`config.mk`:
```
export PLATFORM = sky130hd
export DESIGN_NAME = sprite_frame_sequencer
export DESIGN_NICKNAME = d
export VERILOG_FILES = /design/src/rtl/robot_icon_pkg.sv /design/src/rtl/anim_step_timer.sv /design/src/rtl/sprite_frame_sequencer.sv
export SDC_FILE = /design/constraint.sdc
export NUM_CORES = 1
export LEC_CHECK = 0
export BUFFER_PORTS_ARGS = -buffer_cell sky130_fd_sc_hd__buf_2
export CORE_UTILIZATION = 25
export CTS_CLUSTER_DIAMETER = 80
export DETAILED_ROUTE_END_ITERATION = 16
export GPL_ROUTABILITY_DRIVEN = 1
export GPL_TIMING_DRIVEN = 1
export PLACE_DENSITY = 0.41
export SYNTH_ARGS = -nofsm -noshare
export SYNTH_HDL_FRONTEND = slang
export SYNTH_HIERARCHICAL = 1
export SYNTH_SLANG_ARGS = --single-unit
```
`constraint.sdc`:
```
create_clock -name clk -period 5 [get_ports clk]
set_clock_uncertainty 0.1 [all_clocks]
set_input_delay 1 -clock clk [delete_from_list [all_inputs] [get_ports clk]]
set_output_delay 1 -clock clk [all_outputs]
set_load 0.02 [all_outputs]
```
`src/rtl/robot_icon_pkg.sv`:
```
// rtl/robot_icon_pkg.sv - sprite-sheet constants, sequencer states and orientation-to-row map
package robot_icon_pkg;

  localparam int SPRITE_ROWS         = 8;
  localparam int SPRITE_COLS_PER_ROW = 3;

  localparam logic [2:0] RESET_ROW = 3'd1;
  localparam logic [1:0] REST_COL  = 2'd1;

  typedef enum logic [1:0] {
    ST_STOPPED = 2'd0,
    ST_FWD     = 2'd1,
    ST_BWD     = 2'd2
  } anim_state_e;

  // Sheet rows are not stored in compass order, so N..NW need a remap.
  function automatic logic [2:0] orientation_to_row(input logic [2:0] orientation);
    logic [2:0] row;
    row = 3'd1;
    case (orientation)
      3'd0:    row = 3'd1;
      3'd1:    row = 3'd7;
      3'd2:    row = 3'd3;
      3'd3:    row = 3'd5;
      3'd4:    row = 3'd0;
      3'd5:    row = 3'd4;
      3'd6:    row = 3'd2;
      3'd7:    row = 3'd6;
      default: row = 3'd1;
    endcase
    return row;
  endfunction

endpackage

```
`src/rtl/anim_step_timer.sv`:
```
// rtl/anim_step_timer.sv - reloadable down-counter that pulses expire once per animation step
module anim_step_timer #(
  parameter int ANIMATION_COUNTDOWN = 8_000_000
) (
  input  logic clk,
  input  logic reset,
  input  logic reload,
  input  logic enable,
  output logic expire
);

  localparam int            CW         = $clog2(ANIMATION_COUNTDOWN);
  localparam logic [CW-1:0] RELOAD_VAL = CW'(ANIMATION_COUNTDOWN - 1);

  logic [CW-1:0] count_q;

  // A pending reload suppresses the expiry that would otherwise land in the same cycle.
  assign expire = enable && !reload && (count_q == '0);

  always_ff @(posedge clk or posedge reset) begin
    if (reset) begin
      count_q <= RELOAD_VAL;
    end else if (reload || expire) begin
      count_q <= RELOAD_VAL;
    end else if (enable) begin
      count_q <= count_q - CW'(1);
    end
  end

endmodule

```
`src/rtl/sprite_frame_sequencer.sv`:
```
// rtl/sprite_frame_sequencer.sv - orientation row select and ping-pong walk column, committed on frame_start
module sprite_frame_sequencer
  import robot_icon_pkg::*;
#(
  parameter int ANIMATION_COUNTDOWN = 8_000_000,
  parameter int NUM_COLS            = SPRITE_COLS_PER_ROW
) (
  input  logic       clk,
  input  logic       reset,
  input  logic [7:0] BotInfo_reg,
  input  logic       frame_start,
  input  logic       anim_enable,
  output logic [2:0] frame_row,
  output logic [1:0] frame_col,
  output logic       frame_update
);

  localparam logic [1:0] COL_LAST = 2'(NUM_COLS - 1);

  anim_state_e state_q, state_d;
  logic [1:0]  col_q, col_d;
  logic        pending_q, pending_d;
  logic [2:0]  commit_row;
  logic        moving;
  logic        stopping;
  logic        expire;
  logic        step_apply;
  logic        timer_enable;
  logic        unused_bits;

  assign moving       = |BotInfo_reg[7:4];
  assign unused_bits  = BotInfo_reg[3];
  // Standing still (or about to) pins the column target at rest and keeps the timer reloaded.
  assign stopping     = !moving || (state_q == ST_STOPPED);
  assign timer_enable = anim_enable && (state_q != ST_STOPPED);
  assign step_apply   = frame_start && !stopping && anim_enable && (pending_q || expire);
  assign commit_row   = orientation_to_row(BotInfo_reg[2:0]);

  anim_step_timer #(
    .ANIMATION_COUNTDOWN(ANIMATION_COUNTDOWN)
  ) u_step_timer (
    .clk   (clk),
    .reset (reset),
    .reload(stopping),
    .enable(timer_enable),
    .expire(expire)
  );

  always_comb begin
    state_d   = state_q;
    col_d     = col_q;
    pending_d = pending_q;
    case (state_q)
      ST_STOPPED: begin
        if (moving) state_d = ST_FWD;
      end
      ST_FWD: begin
        if (!moving) begin
          state_d = ST_STOPPED;
        end else if (step_apply) begin
          col_d = col_q + 2'd1;
          if (col_d == COL_LAST) state_d = ST_BWD;
        end
      end
      ST_BWD: begin
        if (!moving) begin
          state_d = ST_STOPPED;
        end else if (step_apply) begin
          col_d = col_q - 2'd1;
          if (col_d == 2'd0) state_d = ST_FWD;
        end
      end
      default: state_d = ST_STOPPED;
    endcase

    // Expiries between commits collapse into one sticky request.
    if (stopping) begin
      col_d     = REST_COL;
      pending_d = 1'b0;
    end else if (step_apply) begin
      pending_d = 1'b0;
    end else if (expire) begin
      pending_d = 1'b1;
    end
  end

  always_ff @(posedge clk or posedge reset) begin
    if (reset) begin
      state_q      <= ST_STOPPED;
      col_q        <= REST_COL;
      pending_q    <= 1'b0;
      frame_row    <= RESET_ROW;
      frame_col    <= REST_COL;
      frame_update <= 1'b0;
    end else begin
      state_q      <= state_d;
      col_q        <= col_d;
      pending_q    <= pending_d;
      frame_update <= frame_start && ((commit_row != frame_row) || (col_d != frame_col));
      if (frame_start) begin
        frame_row <= commit_row;
        frame_col <= col_d;
      end
    end
  end

  a_col_in_range: assert property (@(posedge clk) disable iff (reset)
    (frame_col <= COL_LAST) && (col_q <= COL_LAST));

endmodule

```
* Word-level counts from Yosys, hierarchy flattened
Memories as Yosys holds them, arrays and structs flattened.
Cells that the tools add are included.
** Storage, ports and cells
- Flip-flop bits (word level) :: 34
- Bits of input ports :: 12
- Output and inout bits :: 6
- Memories :: 1
- ROM bits :: 24
- Word-level logic and storage cells :: 61
** Memory list
- (no name shown) :: depth 8, bits a word 3, read ports 1, clocked after Yosys merged registers in 0, wr ports 0, line robot_icon_pkg.sv:20 : case (orientation)
** Cells by class
- Add/sub/neg operators :: 3
- Eq/ne operators :: 10
- Reduce and logical (&&, ||, !) cells :: 21
- Muxes and demuxes :: 19
** Operator list (number)
- $mux W23 :: 2
- $mux W2 :: 12
- $logic_not A23 Y1 :: 1
- $sub A23 B1 Y23 const B :: 1
- $ne A3 B3 Y1 const B :: 4
- $logic_and A1 B1 Y1 :: 7
- $pmux W2 S3 :: 1
- $reduce_and A5 Y1 :: 1
- $eq A2 B2 Y1 const B :: 2
- $logic_not A2 Y1 :: 2
- $logic_or A1 B1 Y1 :: 4
- $pmux W2 S2 :: 1
- $reduce_bool A2 Y1 :: 2
- $reduce_or A4 Y1 :: 1
- $mux W1 :: 3
- $ne A3 B3 Y1 :: 1
- $reduce_bool A3 Y1 :: 1
- $add A2 B1 Y2 const B :: 1
- $eq A2 B1 Y1 const B :: 1
- $logic_not A1 Y1 :: 2
- $ne A2 B2 Y1 :: 1
- $ne A2 B2 Y1 const B :: 1
- $sub A2 B1 Y2 const B :: 1

* Logic depth before layout (Yosys ltp)
Gate-level depths: netlist (run 1).
- Depth after elaboration :: 15
- Gate-level depth with buffers :: 12
- Mapped depth without buffers :: 12

* Modules after synthesis
Netlist (run 1), hierarchy kept.
** By module, submodules not included
- anim_step_timer :: area each 1236.2 um2, times used 1, cells each 123
- sprite_frame_sequencer :: area each 680.7 um2, times used 1, cells each 69

* Worst setup path before layout (run 1)
Ideal clock, no wire load.
- Path kind :: input port to flip-flop
- Start :: input port anim_enable
- End :: register frame_update
- Setup time :: 0.124 ns
- Path slack :: 1.447 ns
- Path buffers :: 0
- Stages on the path :: 10
- Arrival :: 3.329 ns
- Cell sequence :: nor2b_1 and4bb_2 nand4_1 or2_2 nor4_1 o21a_1 nand2_1 a311o_1 xor2_1 o31a_1
** Between the ends
- Longest elaborated chain between the ends :: 12
** Ends and longest elaborated chain
- from (decl) :: line sprite_frame_sequencer.sv:12 : input logic anim_enable,
- $logic_and A1 B1 Y1 * :: line sprite_frame_sequencer.sv:35 : assign timer_enable = anim_enable && (state_q != ST_STOPPED);
- $logic_and A1 B1 Y1 * (2 in series) :: line anim_step_timer.sv:18 : assign expire = enable && !reload && (count_q == '0);
- named net expire :: line sprite_frame_sequencer.sv:26 : logic expire;
- $logic_or A1 B1 Y1 * :: line sprite_frame_sequencer.sv:36 : assign step_apply = frame_start && !stopping && anim_enable && (pending_q || expire);
- $logic_and A1 B1 Y1 * :: line sprite_frame_sequencer.sv:36
- $mux W2, on equally long branches :: line sprite_frame_sequencer.sv:68, sprite_frame_sequencer.sv:60
- $mux W2, on equally long branches :: line sprite_frame_sequencer.sv:66, sprite_frame_sequencer.sv:58
- $pmux W2 S2 * :: line sprite_frame_sequencer.sv:53 : case (state_q)
- $mux W2 * :: line sprite_frame_sequencer.sv:77 : if (stopping) begin
- named net col_d[0] :: line sprite_frame_sequencer.sv:21 : logic [1:0] col_q, col_d;
- $ne A2 B2 Y1 * :: line sprite_frame_sequencer.sv:99 : frame_update <= frame_start && ((commit_row != frame_row) || (col_d != frame_col));
- $logic_or A1 B1 Y1 * :: line sprite_frame_sequencer.sv:99
- $logic_and A1 B1 Y1 * :: line sprite_frame_sequencer.sv:99
- to (signal assigned) :: line sprite_frame_sequencer.sv:99
- to (decl) :: line sprite_frame_sequencer.sv:15 : output logic frame_update
Mark *: on every way through the listed nets, which the timed path passes. The rest lies on a longest branch.
A chain may end at the register's enable or synchronous reset.

* Worst setup path after layout (run 1)
- Start :: input port anim_enable
- End :: register frame_update
** Between the ends
- Longest elaborated chain between the ends :: 12
** Ends and longest elaborated chain
- $logic_and A1 B1 Y1 * :: line sprite_frame_sequencer.sv:35
- named net timer_enable :: line sprite_frame_sequencer.sv:28 : logic timer_enable;
- $logic_and A1 B1 Y1 * (2 in series) :: line anim_step_timer.sv:18
- named net expire :: line sprite_frame_sequencer.sv:26
- $logic_or A1 B1 Y1 * :: line sprite_frame_sequencer.sv:36
- $logic_and A1 B1 Y1 * :: line sprite_frame_sequencer.sv:36
- $mux W2, on equally long branches :: line sprite_frame_sequencer.sv:68, sprite_frame_sequencer.sv:60
- $mux W2, on equally long branches :: line sprite_frame_sequencer.sv:66, sprite_frame_sequencer.sv:58
- $pmux W2 S2 * :: line sprite_frame_sequencer.sv:53
- $mux W2 * :: line sprite_frame_sequencer.sv:77
- named net col_d[0] :: line sprite_frame_sequencer.sv:21
- $ne A2 B2 Y1 * :: line sprite_frame_sequencer.sv:99
- $logic_or A1 B1 Y1 * :: line sprite_frame_sequencer.sv:99
- $logic_and A1 B1 Y1 * :: line sprite_frame_sequencer.sv:99
Marks and branches as above.

==> summary.md, run 1 <==
| Metric | Value |
|---|---|
| Status | finished clean |
| Critical Path Sink | frame_update |
| Final Cycle Share | 0.7115 |
| Static leakage | 0.8505 nW |
| Worst IR Drop VDD | 0.0001531 V |
| Avg Inst Size Synth | 9.984 um^2 |
| Final net count | 230 |
| Setup bufs post-CTS | 0 |
| Async S/R FF share, synth | 1.000 |
| Design area | 0.002211 mm^2 |
| GRT Resource Usage Total | 0.1176 |
| Ys flop type | dfstp_2 |
| Clk sink count | 34 |
| Routability cong. | 0.6886 |
| Crit. path cell count | 12 |
| DRT iter0 DRCs | 70 |
| Crit path buffers/inverters | 2 |
| Die height | 89.57 um |
| Total Routed Length | 4.025 mm |
| Initial antenna violation count | 0 |
| Vias | 1478 |
| Hold Path Class | flop to flop |
| CP delay by family, top | simple AND/OR/NAND/NOR gates |
| Max incr delay on CP | 0.38 ns |
| Worst-path cell chain | buf_2, nor2b_1, buf_4, and4bb_2, nand4_1, or2_2, nor4_1, o21a_1, nand2_1, a311o_1, xor2_1, o31a_1 |
| Wire per inst | 12.90 um |
| Global-route wire length before repair | 7.196 mm |
| RSZ-0062 raised after global routing | no |
| Cell depth of the worst min-delay path | 2 |
| Fin util | 0.3016 |
| Final setup viols | 0 |
| Flops & latches, synth | 34 |
| Worst r2r src | state_q[0] |
| Max_cap viols | 0 |
| Minimum clock period | 3.558 ns |
| Critical Path Fanout Max | 8 |
| DR pass1 iterations | 4 |
| Pre-CTS WS | 1.086 ns |
| Slowest CP cell | or2_2 |
| Cell Count, Final, Fillers Out | 312 |
| Clock transition at path regs | 0.08 ns |
| Worst EP required | 5.09 ns |
| TNS Setup | 0 ns |
| Crit path from | anim_enable |
| Setup CP Type | primary input to flop |
| YS warnings | 6 |
| Worst Tran Pin Value | 0.8925 ns |
| Reg-to-reg critical path endpoint | frame_update |
| Grt ovf | 0 |
| IO Port Bufs | 16 |
| Commonest non-fill, non-tap cell in the layout | dfstp_2 |
| Largest net degree at the start of global routing | 24 |
| Layout cells sized above 1 | 0.2629 |
| Fmax | 281.1 MHz |
| Power Density | 348.4 mW/mm^2 |
| Critical Path Start Type | primary input |
| Post-DP HPWL | 2.826 mm |
| EDFF count, synth | 0 |
| CTS root buf | clkbuf_8 |
| Core box area | 0.007331 mm^2 |
| Worst Slack Setup Final | 1.442 ns |
| Commonest non-fill, non-tap cells in the layout | dfstp_2 (18), dfrtp_1 (16), buf_2 (16) |
| Mapped Cells | 192 |
| Top Ports | 18 |
| Dpl cells | 304 |
| Post-Syn Area | 0.001917 mm^2 |
| Hold Vio Cnt, Final | 0 |
| Sw Ratio | 0.3182 |
| TritonCTS Buffers | 5 |
| Vias in the first global route | 1469 |
| Sequential power share | 0.420 |
| DRT antenna net count | 0 |
| Initial Util | 0.2615 |
| Sw power | 0.2451 mW |
| # diodes | 0 |
| Via density | 4.737 |
| H-tree Lvls | 2 |
| FP Rows | 31 |
| Crit end category | flop |
| Seq/Total Area, Yosys | 0.4556 |
| Post-CTS Hold Buffers | 0 |
| DRC errors left | 0 |
| Cell internal pwr | 0.5252 mW |
| Skew-Pair Late Insertion Delay | 0.30 ns |
| Clk network pwr share | 0.330 |
| CTS resizes | 0 |
| Comb power frac | 0.250 |
| Area Overhead vs Synth | 15.34% |
| Placed Area | 0.002102 mm^2 |
| Die width | 89.57 um |
| R2R setup slack | 1.51 ns |
| Yosys cell types | 44 |
| Synth Net Count | 210 |
| CTS tree | yes |
| R2R depth | 13 |
| Final Max Tran Viols | 0 |
| Die area | 0.008022 mm^2 |
| Slew headroom | 0.4044 |
| Arr. time, crit path | 3.65 ns |
| CTS max path bufs | 2 |
[logic make-up after synthesis]
| family | Yosys count | share of synthesized area |
|---|---|---|
| AOI/OAI and AO/OA | 33 | 0.1071 |
| xor gates and xnor gates | 17 | 0.07767 |
| adders and majority gates | 6 | 0.03916 |
| buffers and inverters | 13 | 0.03133 |
| DFF | 34 | 0.4556 |
| muxes | 4 | 0.02350 |
| and+or+nand+nor | 85 | 0.2657 |
[metal layers]
metal	global-route usage	wire, um	vias up
met4	0.02165	10	0
met2	0.1749	1770	22
met3	0.03970	133	2
li1	-	-	742
met1	0.1663	2111	712
met5	0	0	-
[sequential cells by signal, indices dropped and copies added, names as in the netlist]
signal and count:
frame_col 2, u_step_timer/count_q 23, state_q 2, frame_row 3
col_q 2, pending_q 1, frame_update 1
[Yosys cell counts (6+ instances only)]
library cell	instances	share of area
a21oi_1	8	0.021
ha_1	6	0.039
nor3_1	7	0.018
nor2_1	13	0.025
inv_1	9	0.018
nor4_1	10	0.033
nand3_1	8	0.021
nand2_1	15	0.029
xnor2_1	12	0.055
o21ai_0	12	0.031
dfrtp_1	16	0.21
dfstp_2	18	0.25
[through the flow]
| step | hold slack, ns | power [mW] |
|---|---|---|
| floorplan | 0.3654 | 0.4653 |
| global placement | 0.3903 | 0.5269 |
| CTS | 0.4031 | 0.7821 |
| detailed placement | 0.3860 | 0.5249 |
| finish | 0.4002 | 0.7703 |
| global route | 0.4409 | 0.8182 |
[how the worst min path moves through the flow]
stage	from	to	slack, ns
2_1_floorplan	u_step_timer/count_q[22]	u_step_timer/count_q[22]	0.37
3_3_place_gp	u_step_timer/count_q[22]	u_step_timer/count_q[22]	0.39
4_1_cts	u_step_timer/count_q[22]	u_step_timer/count_q[22]	0.40
5_1_grt	u_step_timer/count_q[22]	u_step_timer/count_q[22]	0.44
3_5_place_dp	u_step_timer/count_q[22]	u_step_timer/count_q[22]	0.39
6_report	u_step_timer/count_q[22]	u_step_timer/count_q[22]	0.40
[worst register-to-register path, stage by stage, from the launching register on]
cell and delay, ns:
dfrtp_1 0.38, inv_1 0.08, ha_1 0.27, nor2b_1 0.13, buf_4 0.16, and4bb_2 0.29, nand4_1 0.25, or2_2 0.39
nor4_1 0.36, o21a_1 0.19, nand2_1 0.06, a311o_1 0.35, xor2_1 0.16, o31a_1 0.23
[power by group through the flow]
stage	Clock [mW]	Combinational [mW]	Sequential, mW
final	0.254	0.192	0.324
after global routing	0.275	0.216	0.327
after CTS	0.262	0.196	0.324
after detailed placement	0	0.196	0.329
after global placement	0	0.198	0.329
after floorplan	0	0.130	0.336
[area by class of cell]
cell class                      count  area, um^2
Fill cell                         767        5120
Multi-Input combinational cell    145       983.4
Sequential cell                    34       873.3
Tap cell                           99       123.9
Timing Repair Buffer               17       87.58
Clock buffer                        5       68.82
Clock inverter                      3       40.04
Inverter                            9       33.78
Power figures use the tool's default switching activity.
==> inputs of run 2 (changes only) <==
Settings changed: ABC_AREA set to 1, PLACE_DENSITY 0.41 to 0.42.
Clock period 5 ns to 3.07 ns, I/O delays scaled along.
==> run 2 against run 1 <==
Net effect:
- worst hold slack worse by 0.17 ns
- worst setup slack worse by 0.76 ns
- register-to-register slack got worse by 0.83 ns
- first-iteration DRC count down 23%
- total power rose by 69%
==> summary.md, run 2 <==
| Metric | Value |
|---|---|
| Initial antenna violation count | 0 (unchanged) |
| Regs by FF count | u_step_timer/count_q x23, frame_row x3 |
| Max_cap viols | 0 (unchanged) |
| Count leader, synth | nand2_1 |
| R2R depth | 18 (+5) |
| Arr. time, crit path | 2.46 ns (-1.19 ns) |
| Final setup viols | 0 (unchanged) |
| DRT iter0 DRCs | 54 (-23%) |
| Avg Inst Size Synth | 7.379 um^2 (-26%) |
| Worst Tran Pin Value | 0.9440 ns (+0.05151 ns) |
| EDFF count, synth | 0 (unchanged) |
| CTS tree | yes |
| Commonest non-fill, non-tap cell in the layout | nand2_1 |
| Sequential power share | 0.394 (-0.026) |
| Setup CP Type | flop to flop |
| Core box area | 0.008299 mm^2 (+13%) |
| Vias in the first global route | 1832 (+25%) |
| Synth top area cells | dfstp_2 (22%), dfrtp_1 (19%), nand2_1 (12%) |
| Fmax | 419.3 MHz |
| Post-CTS Hold Buffers | 0 (unchanged) |
| Seq/Total Area, Yosys | 0.4039 (-0.05168) |
| Post-Syn Area | 0.002162 mm^2 (+13%) |
| DRT antenna net count | 0 (unchanged) |
| Layout cells sized above 1 | 0.2429 (-0.02001) |
| Flops & latches, synth | 34 (unchanged) |
| Largest net degree at the start of global routing | 25 (+4.2%) |
| H-tree Lvls | 2 (unchanged) |
| Share of the synthesized area in the top cell type | 0.2188 (-0.02799) |
| Final net count | 334 (+45%) |
| GRT Resource Usage Total | 0.1265 (+0.008933) |
| Hold Path Class | primary input to asynchronous set/reset pin |
| Worst Slack Setup Final | 0.6848 ns (-0.7577 ns) |
| Wire per inst | 11.66 um (-9.6%) |
| IO Port Bufs | 16 (unchanged) |
| Slew headroom | 0.3700 (-0.03438) |
| Synth Net Count | 311 (+48%) |
| Max reg flops | 23 (unchanged) |
| Clock transition at path regs | 0.08 ns (about the same) |
| TritonCTS Buffers | 5 (unchanged) |
| FP Rows | 33 (+6.5%) |
| Cell internal pwr | 0.8452 mW (+61%) |
| Setup bufs post-CTS | 0 (unchanged) |
| Sw Ratio | 0.3504 (+0.03216) |
| Routability cong. | 0.7915 (+15%) |
| Fin util | 0.2993 (-0.002326) |
| Initial Util | 0.2605 (-0.0009624) |
| Status | finished clean |
| Commonest non-fill, non-tap cells in the layout | nand2_1 (69), nor2_1 (52), inv_1 (36) |
| Static leakage | 1.155 nW (+36%) |
| Async S/R FF share, synth | 1.000 (unchanged) |
| Worst IR Drop VDD | 0.0001802 V (+18%) |
| Final Max Tran Viols | 0 (unchanged) |
| Power Density | 523.9 mW/mm^2 (+50%) |
| Via density | 4.334 (-8.5%) |
| Sw power | 0.4559 mW (+86%) |
| Critical Path Fanout Max | 4 (-4) |
| Total Routed Length | 4.921 mm (+22%) |
| DRC errors left | 0 (unchanged) |
| DR pass1 iterations | 4 (unchanged) |
| Final Cycle Share | 0.7769 |
| Die width | 95.00 um (+6.1%) |
| Vias | 1829 (+24%) |
| Minimum clock period | 2.385 ns |
| R2R setup slack | 0.68 ns (-0.83 ns) |
| # diodes | 0 (unchanged) |
| Register with the most flip-flops | u_step_timer/count_q |
| YS warnings | 6 (unchanged) |
| Hold Vio Cnt, Final | 0 (unchanged) |
| Pre-CTS WS | 0.5190 ns (-0.5673 ns) |
| Clk network pwr share | 0.308 (-0.022) |
| CTS root buf | clkbuf_8 |
| Top Ports | 18 (unchanged) |
| Comb power frac | 0.297 (+0.047) |
| Commonest cells post-synth | nand2_1 (69), nor2_1 (52), inv_1 (36) |
| Die area | 0.009024 mm^2 (+12%) |
| Mapped Cells | 293 (+53%) |
| CTS resizes | 0 (unchanged) |
| Critical Path Start Type | flop |
| Global-route wire length before repair | 8.728 mm (+21%) |
| Area leader, netlist | dfstp_2 |
| Post-DP HPWL | 3.766 mm (+33%) |
| Skew-Pair Late Insertion Delay | 0.29 ns (about the same) |
| CTS max path bufs | 2 (unchanged) |
| Die height | 95.00 um (+6.1%) |
| RSZ-0062 raised after global routing | no |
| Yosys cell types | 28 (-36%) |
| Area Overhead vs Synth | 14.87% |
| Ys flop type | dfstp_2 |
| Crit end category | flop |
| Grt ovf | 0 (unchanged) |
| Clk sink count | 34 (unchanged) |
| Worst EP required | 3.15 ns (-1.94 ns) |
| TNS Setup | 0 ns (unchanged) |
==> run 2: final timing paths <==
check	startpoint	to
worst max-delay path	state_q[1]	frame_update
worst min-delay path	reset	pending_q
worst max register to register	state_q[1]	frame_update
worst min register to register	u_step_timer/count_q[22]	u_step_timer/count_q[22]
max in group asynchronous	reset	u_step_timer/count_q[18]
min in group clk	u_step_timer/count_q[22]	u_step_timer/count_q[22]
==> run 2: cell families (layout without fill, tap and decap cells) <==
family / count (synthesis) / after routing / synth area share
AND/OR/NAND/NOR: 187 / 187 / 0.4103
buffers and inverters: 43 / 67 / 0.07986
flip-flops: 34 / 34 / 0.4039
AO/OA/AOI/OAI: 14 / 14 / 0.03473
XOR/XNOR: 9 / 9 / 0.03646
adder cells (fa/ha/maj): 6 / 6 / 0.03472
==> run 2: final cells by class <==
class                   instances  area [um^2]
well taps                     105        131.4
inverters                      40        150.1
flip-flops and latches         34        873.3
repair buffers                 19        102.6
fillers                       905         5816
multi-input cells             216         1116
clock buffers                   8        110.1
==> run 2: stage by stage <==
| step | hold WS (ns) | area, um^2 | cells | total power, mW |
|---|---|---|---|---|
| 6_report | 0.2280 | 2484 | 422 | 1.301 |
| 5_1_grt | 0.2646 | 2484 | 422 | 1.397 |
| 2_1_floorplan | 0.3643 | 2162 | 293 | 0.8168 |
| 4_1_cts | 0.2442 | 2484 | 422 | 1.331 |
| 3_5_place_dp | 0.3876 | 2374 | 414 | 0.9170 |
| 3_3_place_gp | 0.3911 | 2374 | 414 | 0.9169 |
==> run 2: layer usage <==
| metal | GRT usage | up-vias | wire [um] |
|---|---|---|---|
| li1 | - | 964 | - |
| met1 | 0.1717 | 838 | 2589 |
| met2 | 0.2026 | 21 | 2168 |
| met3 | 0.02657 | 6 | 113 |
| met4 | 0.03409 | 0 | 50 |
| met5 | 0 | - | 0 |
==> run 2: power by group through the flow <==
stage          Combinational (mW)  Sequential (mW)  Clock [mW]
3_3_place_gp                0.394            0.522           0
4_1_cts                     0.396            0.513       0.421
6_report                    0.387            0.513       0.401
2_1_floorplan               0.286            0.531           0
3_5_place_dp                0.396            0.521           0
5_1_grt                     0.444            0.517       0.435
==> run 2: worst max-delay path, stage by stage, from the launching register on <==
cell and delay [ns]:
dfrtp_1 0.38, inv_1 0.08, ha_1 0.19, inv_2 0.08, nand2_1 0.07, or2_1 0.21
nor2_1 0.10, nand2_1 0.09, nor2_4 0.14, or2_1 0.16, nand2_1 0.08, nor2_2 0.12
nand3_1 0.10, nand3b_2 0.10, nand2_2 0.07, nand2_2 0.05, nand2_1 0.04, nor2_1 0.08
nor2_1 0.05
